**config.mk**
```make
export PLATFORM = sky130hd
export DESIGN_NAME = htol_tx_flat
export DESIGN_NICKNAME = d
export VERILOG_FILES = /design/src/rtl/htol_tx_if.sv /design/src/rtl/htol_tx.sv /design/src/flat_wrapper.sv
export SDC_FILE = /design/constraint.sdc
export NUM_CORES = 1
export LEC_CHECK = 0
export ABC_AREA = 0
export CAP_MARGIN = 20
export CORE_ASPECT_RATIO = 0.9
export CORE_MARGIN = 2
export CORE_UTILIZATION = 35
export DETAILED_ROUTE_END_ITERATION = 7
export PLACE_DENSITY = 0.63
export SETUP_SLACK_MARGIN = 0.02
export SLEW_MARGIN = 10
export SYNTH_ARGS = -nofsm -noshare
export SYNTH_HDL_FRONTEND = slang
export SYNTH_SLANG_ARGS = --single-unit
```
**constraint.sdc**
```tcl
create_clock -name wclk -period 4.1 [get_ports wclk]
set_clock_uncertainty 0.15 [all_clocks]
set_input_delay 0.82 -clock wclk [delete_from_list [all_inputs] [get_ports wclk]]
set_output_delay 0.82 -clock wclk [all_outputs]
set_load 0.02 [all_outputs]
```
**src/rtl/htol_tx_if.sv**
```systemverilog
// rtl/htol_tx_if.sv - write-side and slow-side handshake bundle for htol_tx
interface htol_tx_if #(
  parameter int DATA_WIDTH = 32,
  parameter int ADD_WIDTH  = 4
);
  logic [DATA_WIDTH-1:0] din;
  logic                  wr_en;
  logic                  full;
  logic                  empty;
  logic [ADD_WIDTH:0]    count;
  logic                  ovf;
  logic [DATA_WIDTH-1:0] tx_data;
  logic                  tx_req;
  logic                  rx_ack;
  logic                  busy;

  // transmitter side
  modport master (
    input  din, wr_en, rx_ack,
    output full, empty, count, ovf, tx_data, tx_req, busy
  );

  // producer / slow receiver side
  modport slave (
    output din, wr_en, rx_ack,
    input  full, empty, count, ovf, tx_data, tx_req, busy
  );
endinterface

```
**src/rtl/htol_tx.sv**
```systemverilog
// rtl/htol_tx.sv - fast-domain FIFO plus 4-phase req/ack transmitter
module htol_tx #(
  parameter int DATA_WIDTH = 32,
  parameter int ADD_WIDTH  = 4
) (
  input  logic      wclk,
  input  logic      rst,
  htol_tx_if.master bus
);
  localparam int DEPTH = 1 << ADD_WIDTH;
  localparam logic [ADD_WIDTH:0] FULL_CNT = (ADD_WIDTH+1)'(DEPTH);

  typedef enum logic [1:0] {IDLE, SETUP, REQ, RELEASE} state_t;

  state_t                state, state_next;
  logic [DATA_WIDTH-1:0] mem [DEPTH];
  logic [ADD_WIDTH-1:0]  wr_ptr, rd_ptr;
  logic [ADD_WIDTH:0]    count_q, count_next;
  logic                  full_q, empty_q, ovf_q;
  logic                  ack_s1, ack_s2;
  logic [1:0]            warm;
  logic [DATA_WIDTH-1:0] tx_data_q;
  logic                  tx_req_q, req_next;
  logic                  push, pop;

  // full is the registered pre-edge flag, so a pop in the same cycle never rescues a write
  assign push = bus.wr_en && !full_q;

  // occupancy update from this cycle's push/pop
  always_comb begin
    count_next = count_q;
    case ({push, pop})
      2'b10:   count_next = count_q + (ADD_WIDTH+1)'(1);
      2'b01:   count_next = count_q - (ADD_WIDTH+1)'(1);
      default: count_next = count_q;
    endcase
  end

  // FIFO storage; contents need no reset since pointers define validity
  always_ff @(posedge wclk) begin
    if (push) mem[wr_ptr] <= bus.din;
  end

  // pointers, registered occupancy flags and sticky overflow
  always_ff @(posedge wclk) begin
    if (rst) begin
      wr_ptr  <= '0;
      rd_ptr  <= '0;
      count_q <= '0;
      full_q  <= 1'b0;
      empty_q <= 1'b1;
      ovf_q   <= 1'b0;
    end else begin
      if (push) wr_ptr <= wr_ptr + ADD_WIDTH'(1);
      if (pop)  rd_ptr <= rd_ptr + ADD_WIDTH'(1);
      count_q <= count_next;
      full_q  <= (count_next == FULL_CNT);
      empty_q <= (count_next == '0);
      if (bus.wr_en && full_q) ovf_q <= 1'b1;
    end
  end

  // ack synchroniser; warm keeps IDLE from trusting ack_s2 until two post-reset samples have landed
  always_ff @(posedge wclk) begin
    if (rst) begin
      ack_s1 <= 1'b0;
      ack_s2 <= 1'b0;
      warm   <= 2'b00;
    end else begin
      ack_s1 <= bus.rx_ack;
      ack_s2 <= ack_s1;
      warm   <= {warm[0], 1'b1};
    end
  end

  // handshake state, registered request and held output word
  always_ff @(posedge wclk) begin
    if (rst) begin
      state     <= IDLE;
      tx_req_q  <= 1'b0;
      tx_data_q <= '0;
    end else begin
      state    <= state_next;
      tx_req_q <= req_next;
      if (pop) tx_data_q <= mem[rd_ptr];
    end
  end

  // next-state, request and pop decode
  always_comb begin
    state_next = state;
    req_next   = tx_req_q;
    pop        = 1'b0;
    case (state)
      IDLE: begin
        if (!empty_q && !ack_s2 && warm[1]) begin
          pop        = 1'b1;
          state_next = SETUP;
        end
      end
      SETUP: begin
        req_next   = 1'b1;
        state_next = REQ;
      end
      REQ: begin
        if (ack_s2) begin
          req_next   = 1'b0;
          state_next = RELEASE;
        end
      end
      RELEASE: begin
        if (!ack_s2) state_next = IDLE;
      end
      default: state_next = IDLE;
    endcase
  end

  assign bus.full    = full_q;
  assign bus.empty   = empty_q;
  assign bus.count   = count_q;
  assign bus.ovf     = ovf_q;
  assign bus.tx_data = tx_data_q;
  assign bus.tx_req  = tx_req_q;
  assign bus.busy    = (state != IDLE);
endmodule

```
**src/flat_wrapper.sv**
```systemverilog
// flat-port wrapper written by rule: the top's interface ports become plain ports
module htol_tx_flat 
#(
  parameter int DATA_WIDTH = 32,
  parameter int ADD_WIDTH  = 4
)
  (wclk, rst, bus_din, bus_wr_en, bus_rx_ack, bus_full, bus_empty, bus_count, bus_ovf, bus_tx_data, bus_tx_req, bus_busy);
  htol_tx_if #(.DATA_WIDTH(DATA_WIDTH), .ADD_WIDTH(ADD_WIDTH)) bus_i ();
  input  logic wclk;
  input  logic rst;
  input wire logic [$bits(bus_i.din)-1:0] bus_din;
  input wire logic [$bits(bus_i.wr_en)-1:0] bus_wr_en;
  input wire logic [$bits(bus_i.rx_ack)-1:0] bus_rx_ack;
  output wire logic [$bits(bus_i.full)-1:0] bus_full;
  output wire logic [$bits(bus_i.empty)-1:0] bus_empty;
  output wire logic [$bits(bus_i.count)-1:0] bus_count;
  output wire logic [$bits(bus_i.ovf)-1:0] bus_ovf;
  output wire logic [$bits(bus_i.tx_data)-1:0] bus_tx_data;
  output wire logic [$bits(bus_i.tx_req)-1:0] bus_tx_req;
  output wire logic [$bits(bus_i.busy)-1:0] bus_busy;
  assign bus_i.din = bus_din;
  assign bus_i.wr_en = bus_wr_en;
  assign bus_i.rx_ack = bus_rx_ack;
  assign bus_full = bus_i.full;
  assign bus_empty = bus_i.empty;
  assign bus_count = bus_i.count;
  assign bus_ovf = bus_i.ovf;
  assign bus_tx_data = bus_i.tx_data;
  assign bus_tx_req = bus_i.tx_req;
  assign bus_busy = bus_i.busy;
  htol_tx #(.DATA_WIDTH(DATA_WIDTH), .ADD_WIDTH(ADD_WIDTH)) u_core (.wclk(wclk), .rst(rst), .bus(bus_i));
endmodule
```
==> metrics.txt <==
outcome finished, final reports clean; Starting Density 35.3%; clock sink count 567; Row Count 86; pwr/cell area 491 nW/µm²; Post-CTS Setup Inserts 0; Rel. slew slack 32.7%; first-pass iteration count of the detailed router 5; max-cap check violation count 0; layout cell share with drive strength beyond 1 26.7%; dpl ws 0.534 ns; Worst EP arrival 3.78 ns; leakage 7.79 nW; setup TNS 0 ns; leading area contributor after synthesis edfxtp_1; total track usage 14.5%; period utilisation layout 83.7%; CTS tree built; worst-margin pin slew 1.01 ns; n_diodes 0; Power, Total 12.5 mW; drt drc 0; post-synth cell types 43; Max Fclk 0.291 GHz; Slew Limit Fails 0; Avg Cell Area, Syn 22.7 µm²; #FFs+latches synth 567; Iteration-0 DRC Markers 852; Syn. warnings 0; die width 265 µm; Die ar. 63500 µm²; maximum clock path buffer count 3; Commonest cells post-synth edfxtp_1 (512), mux4_2 (150), dfxtp_1 (55); count leader, synth edfxtp_1; setup violators final 0; synth top area cells edfxtp_1 (71%), mux4_2 (16%), dfxtp_1 (5.1%); Seq/Total Area, Yosys 76.6%; H-tree Lvls 2; slack of the critical path 0.667 ns; detailed placement HPWL 25000 µm; Hold Path Class flip-flop to flip-flop; unrepaired setup endpoints after global routing no; clock network latency to the later pin of the worst-skew pair 0.62 ns; Syn Inst Count 946; Multi-input gate area 4850 µm²; vias 9894; first-pass GRT wire length 68000 µm; final core utilization 41.6%; TritonCTS Buffers 56; min Tclk post-route 3.43 ns; core area 61000 µm²; Setup crit end kind flip-flop; Fillers 5171; EDFF count, synth 512; critical path type flip-flop to flip-flop; DRT Wirelength 45500 µm; Final Hold Vio Count 0; vias per cell 5.19; CP max FO 12; CTS Hold Bufs 0; cts repair resizes 0; Die Y 239 µm; Area growth, synth to finish 18.0%; Root Driver clkbuf_16; Critical Path Start Type flip-flop; main flop type after synthesis edfxtp_1; maximum vdd drop 0.332 mV; Routed WL per cell 23.9 µm; GP Congestion 0.739; total congestion overflow 0; syn nets 994; antenna violations before repair 3; ys async rst share 0%; number of global-route vias before repair 10274; FF+latch area 16500 µm²; CTS clk-pin slew, worst paths 0.07 ns; nets 1115; share of the synthesized area in the top cell type 71.4%; Critical Path RT 4.45 ns; port bufs 77; Top Ports 78; largest net degree at the start of global routing 129; Final ANT Viol Nets 0; synthesized area 21500 µm²
-- where the power goes --
part           total, mW  internal (mW)  switching [mW]
combinational      0.934          0.454           0.480
sequential          6.49           6.42          0.0737
clock               5.04           2.91            2.13
total               12.5           9.79            2.68
-- critical path, cell delays in order (launching register included) --
cell and delay, ns:
dfxtp_1 0.34, inv_1 0.12, ha_1 0.21, nand4bb_1 0.37, inv_1 0.49, nand2_1 0.12
xnor2_1 0.14, ha_1 0.26, a21o_1 0.19, and3_1 0.20, o31a_1 0.27, a21oi_1 0.16
nor4bb_1 0.29
-- stage by stage --
| step | area (µm²) | hold slack, ns | std cells |
|---|---|---|---|
| final | 25400 | 0.299 | 1905 |
| after global routing | 25400 | 0.316 | 1905 |
| after detailed placement | 23600 | 0.284 | 1801 |
| after CTS | 25400 | 0.299 | 1905 |
| after global placement | 23600 | 0.269 | 1801 |
| after floorplan | 21500 | 0.264 | 946 |
-- flip-flops by register name, summed over array words and instances, names as in the netlist --
name	cells
u_core.mem	512
u_core.warm	2
u_core.ack_s2	1
u_core.bus.tx_data	32
u_core.bus.empty	1
u_core.rd_ptr	4
u_core.bus.ovf	1
u_core.bus.tx_req	1
u_core.state	2
u_core.ack_s1	1
u_core.bus.count	5
u_core.wr_ptr	4
u_core.bus.full	1
-- logic make-up (layout without fill, tap and decap cells) --
family	count (synthesis)	in the layout	share of synthesized area, %
flops	567	567	76.6
buf+inv	64	231	1.60
simple gates	73	73	1.64
xor+xnor	10	10	0.407
fa+ha+maj	12	12	0.698
mux	162	162	17.0
compound gates	58	58	2.08
-- cell type report --
| cell class | count | share of cell area [%] |
|---|---|---|
| clock buffers | 73 | 6.09 |
| clock inverters | 31 | 1.14 |
| inverters | 11 | 0.163 |
| multi-input cells | 315 | 19.1 |
| flip-flops and latches | 567 | 64.9 |
| well taps | 792 | 3.90 |
| repair buffers | 116 | 4.68 |
-- path summary, 6_finish.rpt --
kind / endpoint / cells after the start / from / slack (ns)
worst min-delay path: u_core.warm[1]$_SDFF_PP0_ / 1 / u_core.warm[0]$_DFF_P_ / 0.30
worst max register to register: u_core.bus.full$_SDFF_PP0_ / 12 / u_core.state[0]$_SDFFE_PP0P_ / 0.67
worst min register to register: u_core.warm[1]$_SDFF_PP0_ / 1 / u_core.warm[0]$_DFF_P_ / 0.30
worst max-delay path: u_core.bus.full$_SDFF_PP0_ / 12 / u_core.state[0]$_SDFFE_PP0P_ / 0.67
-- cell usage in the layout (no fill, tap or decap), types with 3 or more instances in the layout --
master	netlist	final
nor3_4	0	4
xor2_1	5	5
nand2_1	14	14
clkbuf_8	0	6
clkinv_1	1	11
nand4_1	4	4
bufinv_16	0	4
xnor2_1	5	5
mux4_2	150	150
nor2b_1	7	7
nor2_4	0	14
inv_1	10	10
clkbuf_1	28	10
ha_1	12	12
a21oi_1	10	10
buf_12	1	10
clkbuf_16	0	57
buf_4	0	29
edfxtp_1	512	512
clkdlybuf4s50_1	0	77
a22o_1	32	32
clkinv_2	0	12
mux4_1	10	10
nor2_1	33	19
o21ai_0	3	3
dfxtp_1	55	51
-- metal layers --
layer,GRT usage [%],share of wire (%)
met1,21.1,46
met2,22.8,47
met3,3.03,5.3
met4,3.18,1.6
met5,0,0.064
No activity file was read; power rests on OpenSTA's default activity.
